**src/rtl/pool_ctrl.sv**
```systemverilog
// pool_ctrl: sequencer for the 2x2 / stride-2 max-pool datapath.
// Latches geometry at start, walks (row, col, group) over the input AXIS stream
// and issues one LOAD/MAX command per accepted beat, flagging emitting and final
// commands. Owns the start/done handshake with the register block.
// Ports:
//   clk, rstn               clock, async active-low reset
//   start, cfg_flen, cfg_inch  run request and geometry (sampled at start)
//   done, err               run finished / config or stream error
//   s_valid, s_last, s_ready   input AXIS handshake
//   cmd_valid, cmd_ready    command handshake to the datapath
//   cmd_op, cmd_addr, cmd_emit, cmd_last  command payload
//   dp_idle                 datapath fully drained
module pool_ctrl #(
    parameter int unsigned ADDR_W = 12
) (
    input  logic              clk,
    input  logic              rstn,
    input  logic              start,
    input  logic [5:0]        cfg_flen,
    input  logic [8:0]        cfg_inch,
    output logic              done,
    output logic              err,
    input  logic              s_valid,
    input  logic              s_last,
    output logic              s_ready,
    output logic              cmd_valid,
    input  logic              cmd_ready,
    output logic              cmd_op,
    output logic [ADDR_W-1:0] cmd_addr,
    output logic              cmd_emit,
    output logic              cmd_last,
    input  logic              dp_idle
);

    localparam int unsigned FLEN_W = 6;
    localparam int unsigned GRP_W  = 7;

    typedef enum logic [1:0] {
        S_IDLE  = 2'd0,
        S_RUN   = 2'd1,
        S_DRAIN = 2'd2,
        S_DONE  = 2'd3
    } state_e;

    state_e              state_q, state_d;
    logic                start_prev_q, start_prev_d;
    logic [FLEN_W-1:0]   flen_q, flen_d;
    logic [GRP_W-1:0]    grp_q, grp_d;
    logic [FLEN_W-1:0]   row_q, row_d;
    logic [FLEN_W-1:0]   col_q, col_d;
    logic [GRP_W-1:0]    g_q, g_d;
    logic [ADDR_W-1:0]   base_q, base_d;
    logic                done_q, done_d;
    logic                err_q, err_d;

    logic run, hs, start_rise, cfg_ok, g_wrap, col_wrap, final_beat;

    // Stream/command handshake and per-beat command decode
    assign run        = (state_q == S_RUN);
    assign s_ready    = run & cmd_ready;
    assign cmd_valid  = run & s_valid;
    assign hs         = s_valid & s_ready;

    assign g_wrap     = (g_q == grp_q - GRP_W'(1));
    assign col_wrap   = (col_q == flen_q - FLEN_W'(1));
    assign final_beat = g_wrap & col_wrap & (row_q == flen_q - FLEN_W'(1));

    assign cmd_op     = row_q[0] | col_q[0];
    assign cmd_addr   = base_q + ADDR_W'(g_q);
    assign cmd_emit   = row_q[0] & col_q[0];
    assign cmd_last   = cmd_emit & final_beat;

    assign done       = done_q;
    assign err        = err_q;

    assign start_rise = start & ~start_prev_q;
    // Even side >= 2 and a whole, non-zero number of 4-channel words
    assign cfg_ok     = ~cfg_flen[0] & (cfg_flen != 6'd0) &
                        (cfg_inch[1:0] == 2'd0) & (cfg_inch != 9'd0);

    // Next-state, counter and flag logic
    always_comb begin
        state_d      = state_q;
        start_prev_d = start;
        flen_d       = flen_q;
        grp_d        = grp_q;
        row_d        = row_q;
        col_d        = col_q;
        g_d          = g_q;
        base_d       = base_q;
        err_d        = err_q;

        unique case (state_q)
            S_IDLE: begin
                if (start_rise) begin
                    row_d  = '0;
                    col_d  = '0;
                    g_d    = '0;
                    base_d = '0;
                    if (cfg_ok) begin
                        flen_d  = cfg_flen;
                        grp_d   = cfg_inch[8:2];
                        err_d   = 1'b0;
                        state_d = S_RUN;
                    end else begin
                        err_d   = 1'b1;
                        state_d = S_DONE;
                    end
                end
            end
            S_RUN: begin
                if (hs) begin
                    if (g_wrap) begin
                        g_d = '0;
                        if (col_wrap) begin
                            col_d  = '0;
                            row_d  = row_q + FLEN_W'(1);
                            base_d = '0;
                        end else begin
                            col_d = col_q + FLEN_W'(1);
                            // Odd column closes a pixel pair: next pair's base
                            if (col_q[0]) base_d = base_q + ADDR_W'(grp_q);
                        end
                    end else begin
                        g_d = g_q + GRP_W'(1);
                    end
                    if (final_beat) begin
                        state_d = S_DRAIN;
                    end else if (s_last) begin
                        err_d   = 1'b1;
                        state_d = S_DRAIN;
                    end
                end
            end
            S_DRAIN: begin
                if (dp_idle) state_d = S_DONE;
            end
            S_DONE: begin
                if (!start) state_d = S_IDLE;
            end
            default: state_d = S_IDLE;
        endcase

        done_d = (state_d == S_DONE);
    end

    // State and counter registers
    always_ff @(posedge clk or negedge rstn) begin
        if (!rstn) begin
            state_q      <= S_IDLE;
            start_prev_q <= 1'b0;
            flen_q       <= '0;
            grp_q        <= '0;
            row_q        <= '0;
            col_q        <= '0;
            g_q          <= '0;
            base_q       <= '0;
            done_q       <= 1'b0;
            err_q        <= 1'b0;
        end else begin
            state_q      <= state_d;
            start_prev_q <= start_prev_d;
            flen_q       <= flen_d;
            grp_q        <= grp_d;
            row_q        <= row_d;
            col_q        <= col_d;
            g_q          <= g_d;
            base_q       <= base_d;
            done_q       <= done_d;
            err_q        <= err_d;
        end
    end

endmodule

```
**config.mk**
```make
export PLATFORM = sky130hd
export DESIGN_NAME = pool_ctrl
export DESIGN_NICKNAME = d
export VERILOG_FILES = /design/src/rtl/pool_ctrl.sv
export SDC_FILE = /design/constraint.sdc
export NUM_CORES = 1
export LEC_CHECK = 0
export CAP_MARGIN = 20
export CORE_MARGIN = 4
export CORE_UTILIZATION = 57
export DETAILED_ROUTE_END_ITERATION = 7
export PLACE_DENSITY = 0.8
export SLEW_MARGIN = 0
export SYNTH_ARGS = -nofsm -noshare
export SYNTH_HDL_FRONTEND = slang
export SYNTH_SLANG_ARGS = --single-unit
```
**constraint.sdc**
```tcl
create_clock -name clk -period 4.05 [get_ports clk]
set_input_delay 0.6075 -clock clk [delete_from_list [all_inputs] [get_ports clk]]
set_output_delay 0.6075 -clock clk [all_outputs]
set_load 0.01 [all_outputs]
```
* Word level (Yosys, flattened, before mapping)
Cells that the tools add are included.
** Storage, ports and cells
- Flip-flop bits (word level) :: 49
- Word-level logic and storage cells :: 89
- Output and inout bits :: 19
- RAM bits :: 0
- Latch bits :: 0
- Memories :: 0
- Bits in read-only memories :: 0
** Cells by class
- Bitwise logic cells :: 14
- Shift operators :: 0
- Eq/ne operators :: 14
- Reductions and logical operators :: 11
- Divide/modulo/power cells :: 0
- Multiplexer cells :: 33
- Add/subtract/negate cells :: 7
- $lt $le $gt $ge :: 0
- Multipliers :: 0
** Operators by type and width (count)
- two-way mux 12 bit :: 5
- two-way mux 6 bit :: 7
- adder 12 x 7 -> 12 bit :: 2
- one-hot mux 12 bit (2 select lines) :: 1
- one-hot mux 6 bit (2 select lines) :: 2
- two-way mux 7 bit :: 3
- AND reduction 5 bit :: 3
- two-way mux 2 bit :: 7
- one-hot mux 7 bit (2 select lines) :: 1
- adder 6 x 1 -> 6 bit, second input constant :: 2
- equality test 6 bit :: 2
- bitwise AND 1 bit :: 11
- nonzero test 9 bit :: 1
- one-hot mux 2 bit (4 select lines) :: 1
- adder 7 x 1 -> 7 bit, second input constant :: 1
- equality test 7 bit :: 1
- subtractor 7 x 1 -> 7 bit, second input constant :: 1
- equality test 2 bit, second input constant :: 3
- != test 2 x 1 -> 1 bit, second input constant :: 3
- != test 2 bit, second input constant :: 3
- AND reduction 3 bit :: 2
- nonzero test 6 bit :: 1
- subtractor 6 x 1 -> 6 bit, second input constant :: 1
- two-way mux 1 bit :: 5
- 8 further kinds :: 10

* Depth between registers and ports, before layout
- Depth in word-level cells :: 8
- Gate-level depth with buffers :: 11
- Gate-level depth less buffers :: 10

* Worst setup path after synthesis
Ideal clock, no wire load.
- Kind :: register -> output
- Start :: reg grp_q[1]
- End :: out cmd_last
- Slack :: 0.954 ns
- Cell stages (with the launch flop) :: 10
- Required time :: 3.442 ns
- Arrival time :: 2.488 ns
- Buffers on the path :: 1
- Cells stage by stage :: dfrtp_1 buf_6 inv_1 ha_1 nand2_1 o31a_1 or4_4 or2_4 nor4_1 and2_1
** On the way
- Word-level cells in the longest chain between the ends :: 5
** Ends and longest elaborated chain
- start: declaration :: line 48 : logic [GRP_W-1:0] grp_q, grp_d;
- start signal: assignment :: line 164 : grp_q <= grp_d;
- subtractor 7 x 1 -> 7 bit :: line 64 : assign g_wrap = (g_q == grp_q - GRP_W'(1));
- equality test 7 bit :: line 64
- bitwise AND 1 bit (2 in a row) :: line 66 : assign final_beat = g_wrap & col_wrap & (row_q == flen_q - FLEN_W'(1));
- bitwise AND 1 bit :: line 71 : assign cmd_last = cmd_emit & final_beat;
- end: declaration :: line 31 : output logic cmd_last,
No other way between the ends.

* Final worst setup path
- Start :: reg grp_q[0]
- End :: out cmd_last
The elaborated chain is that of the path after synthesis.

==> results.json <==
{
  "mostFrequentLayoutCell": "dfrtp_1",
  "htreeDepth": 2,
  "synth.yosys.seq_area_share_pct": 34.98,
  "wl_um": 7921,
  "crit_slowest_cell": "or4_4",
  "p_per_area_nw_per_um2": 529.6,
  "setup-violations-final": 0,
  "finalMaxSlewViolations": 0,
  "synth_seq_cells": 49,
  "grt_pass1_vias": 2889,
  "synth.net_count": 416,
  "die_area_um2": 7469,
  "ir_worst_vdd_mv": 0.3173,
  "gp_congestion": 0.8840,
  "synth_cell_type_count": 65,
  "post_layout_nonfiller_instances": 486,
  "yosys_warnings": 0,
  "clk_latency_ns": 0.30,
  "antenna_left": 0,
  "required_ns": 3.44,
  "netlist_area_um2": 3506,
  "skew_ns": 0.004155,
  "fin_crit_ns": 3.849,
  "dp_cells": 477,
  "outcome": "complete, no violations",
  "syn_inst": 373,
  "cp_slowest_stage_delay_ns": 0.54,
  "grt_first_pass_wirelength_um": 13410,
  "grtUsageTotal_pct": 22.22,
  "cts_buffers": 5,
  "critPathMaxFanout": 6,
  "yosys_most_used_dff": "dfrtp_1",
  "rsz0062_at_grt": "false",
  "grt_max_degree": 50,
  "antenna_found_initial": 0,
  "end_kind": "primary output",
  "async_reset_ff_share_pct": 100.0,
  "post-route-period-util_pct": 95.04,
  "drt_iter0_markers": 183,
  "finalHoldViolCount": 0,
  "crit_family": "simple AND/OR/NAND/NOR gates",
  "synth_edf_count": 0,
  "final_cell_mix": "dfrtp_1, clkdlybuf4s50_1, o21ai_0",
  "area_delta_synth_final_pct": 16.63,
  "coreArea_um2": 5956,
  "crit_chain": "inv_1, ha_1, nand2_1, o31a_1, or4_4, or2_4, nor4_2, and2_1, clkdlybuf4s50_1",
  "path_clk_slew_ns": 0.09,
  "drc_errors": 0,
  "max_freq_ghz": 0.2598,
  "die_y_um": 86.43,
  "root_buffer": "clkbuf_8",
  "gr-total-overflow": 0,
  "start_util_pct": 58.87,
  "n_antenna_cell": 0,
  "hp-class": "in2async",
  "maxCapViolCount": 0,
  "worstMarginPinSlew_ns": 1.021,
  "row_count": 28,
  "io_buffers": 40,
  "num_vias": 2919,
  "wire_per_inst_um": 16.30,
  "cp.arrival_ns": 3.24,
  "cts_tree": "yes",
  "power.leakage_uw": 0.001808,
  "io_pins": 41,
  "vias_per_cell": 6.006,
  "die_x_um": 86.43,
  "cp.buffers_inverters": 2,
  "fin_nets": 453,
  "hpwl_um": 5921,
  "clock-sinks": 49,
  "dr.pass1.iters": 4,
  "drive_gt1_share_pct": 10.95,
  "fin_setup_tns_ns": 0,
  "critPathKind": "reg2out",
  "worstSetupStartpointType": "flop",
  "clockBufferDepth": 2,
  "slew_headroom_pct": 30.96,
  "syn_area_per_cell_um2": 9.399,
  "total_power_uw": 2166
}
-- cells by family after synthesis --
group | Yosys count | synth area share (%)
AND/OR/NAND/NOR | 123 | 19.70
AO/OA/AOI/OAI | 99 | 18.81
flip-flops | 49 | 34.98
XOR/XNOR | 37 | 10.42
buffers and inverters | 32 | 4.318
adder cells (fa/ha/maj) | 21 | 7.923
multiplexers | 12 | 3.854
-- stage by stage --
stage | hold slack [ns] | utilization (%) | setup slack (ns) | area, µm²
after floorplan | 0.3119 | - | 0.9542 | 3506
after global placement | 0.4683 | 66.18 | 0.5067 | 3941
after detailed placement | 0.4847 | 66.18 | 0.4647 | 3941
after CTS | 0.5059 | 68.19 | 0.1135 | 4061
after global routing | 0.1305 | 68.66 | 0.02053 | 4089
final | 0.1316 | 68.66 | 0.2010 | 4089
-- final timing paths --
path | startpoint | cells past startpoint | to | slack [ns]
setup reg to reg | flen_q[0] | 9 | row_q[5] | 1.15
min in group clk | col_q[5] | 1 | col_q[5] | 0.51
setup / recovery | grp_q[0] | 9 | cmd_last | 0.20
hold reg to reg | col_q[5] | 1 | col_q[5] | 0.51
max in group asynchronous | rstn | 2 | g_q[0] | 3.43
hold / removal | rstn | 1 | col_q[4] | 0.13
-- synthesized netlist by cell type (5+ instances only) --
| master | number | share of area [%] |
|---|---|---|
| a21o_1 | 7 | 1.5 |
| a21oi_1 | 11 | 1.6 |
| a32o_1 | 7 | 2.0 |
| and2_1 | 6 | 1.1 |
| and3_1 | 6 | 1.1 |
| clkbuf_1 | 8 | 0.86 |
| dfrtp_1 | 49 | 35 |
| ha_1 | 19 | 6.8 |
| inv_1 | 16 | 1.7 |
| mux2_2 | 12 | 3.9 |
| nand2_1 | 27 | 2.9 |
| nand2b_1 | 5 | 0.89 |
| nand3_1 | 10 | 1.4 |
| nor2_1 | 26 | 2.8 |
| nor2b_1 | 5 | 0.89 |
| nor3_1 | 8 | 1.1 |
| o21ai_0 | 35 | 5.0 |
| o31ai_1 | 6 | 1.3 |
| xnor2_1 | 18 | 4.5 |
| xor2_1 | 16 | 4.0 |
-- where the power goes --
part           switching, µW  total (µW)  internal [µW]
Clock                    168         369            201
Sequential               144         722            578
Combinational            572        1070            503
Total                    884        2170           1280
-- layer usage --
metal  vias up  GRT usage, %  part of all wire [%]
li1       1428             -                     -
met1      1403         30.09                    45
met2        80         37.62                    48
met3         8         3.612                   5.2
met4         0         4.816                   1.3
met5         -             0                     0
-- repair_timing --
action | 4_1_cts | 5_1_grt
setup endpoints to repair | 0 | 3
hold buffers | 0 | 0
buffers inserted | 0 | 0
resized for setup | 0 | 3
-- flip-flops by register name, indices dropped and copies added (netlist names), 2 cells and up --
signal	flops
col_q	6
grp_q	7
state_q	2
flen_q	6
g_q	7
base_q	12
row_q	6
-- final cells by class --
cell class	count	area, µm²
Inverter	16	60.06
Multi-Input combinational cell	292	2135
Tap cell	75	93.84
Clock buffer	6	82.58
Fill cell	470	1867
Sequential cell	49	1227
Clock inverter	2	37.54
Timing Repair Buffer	46	452.9
Power figures use the tool's default switching activity.
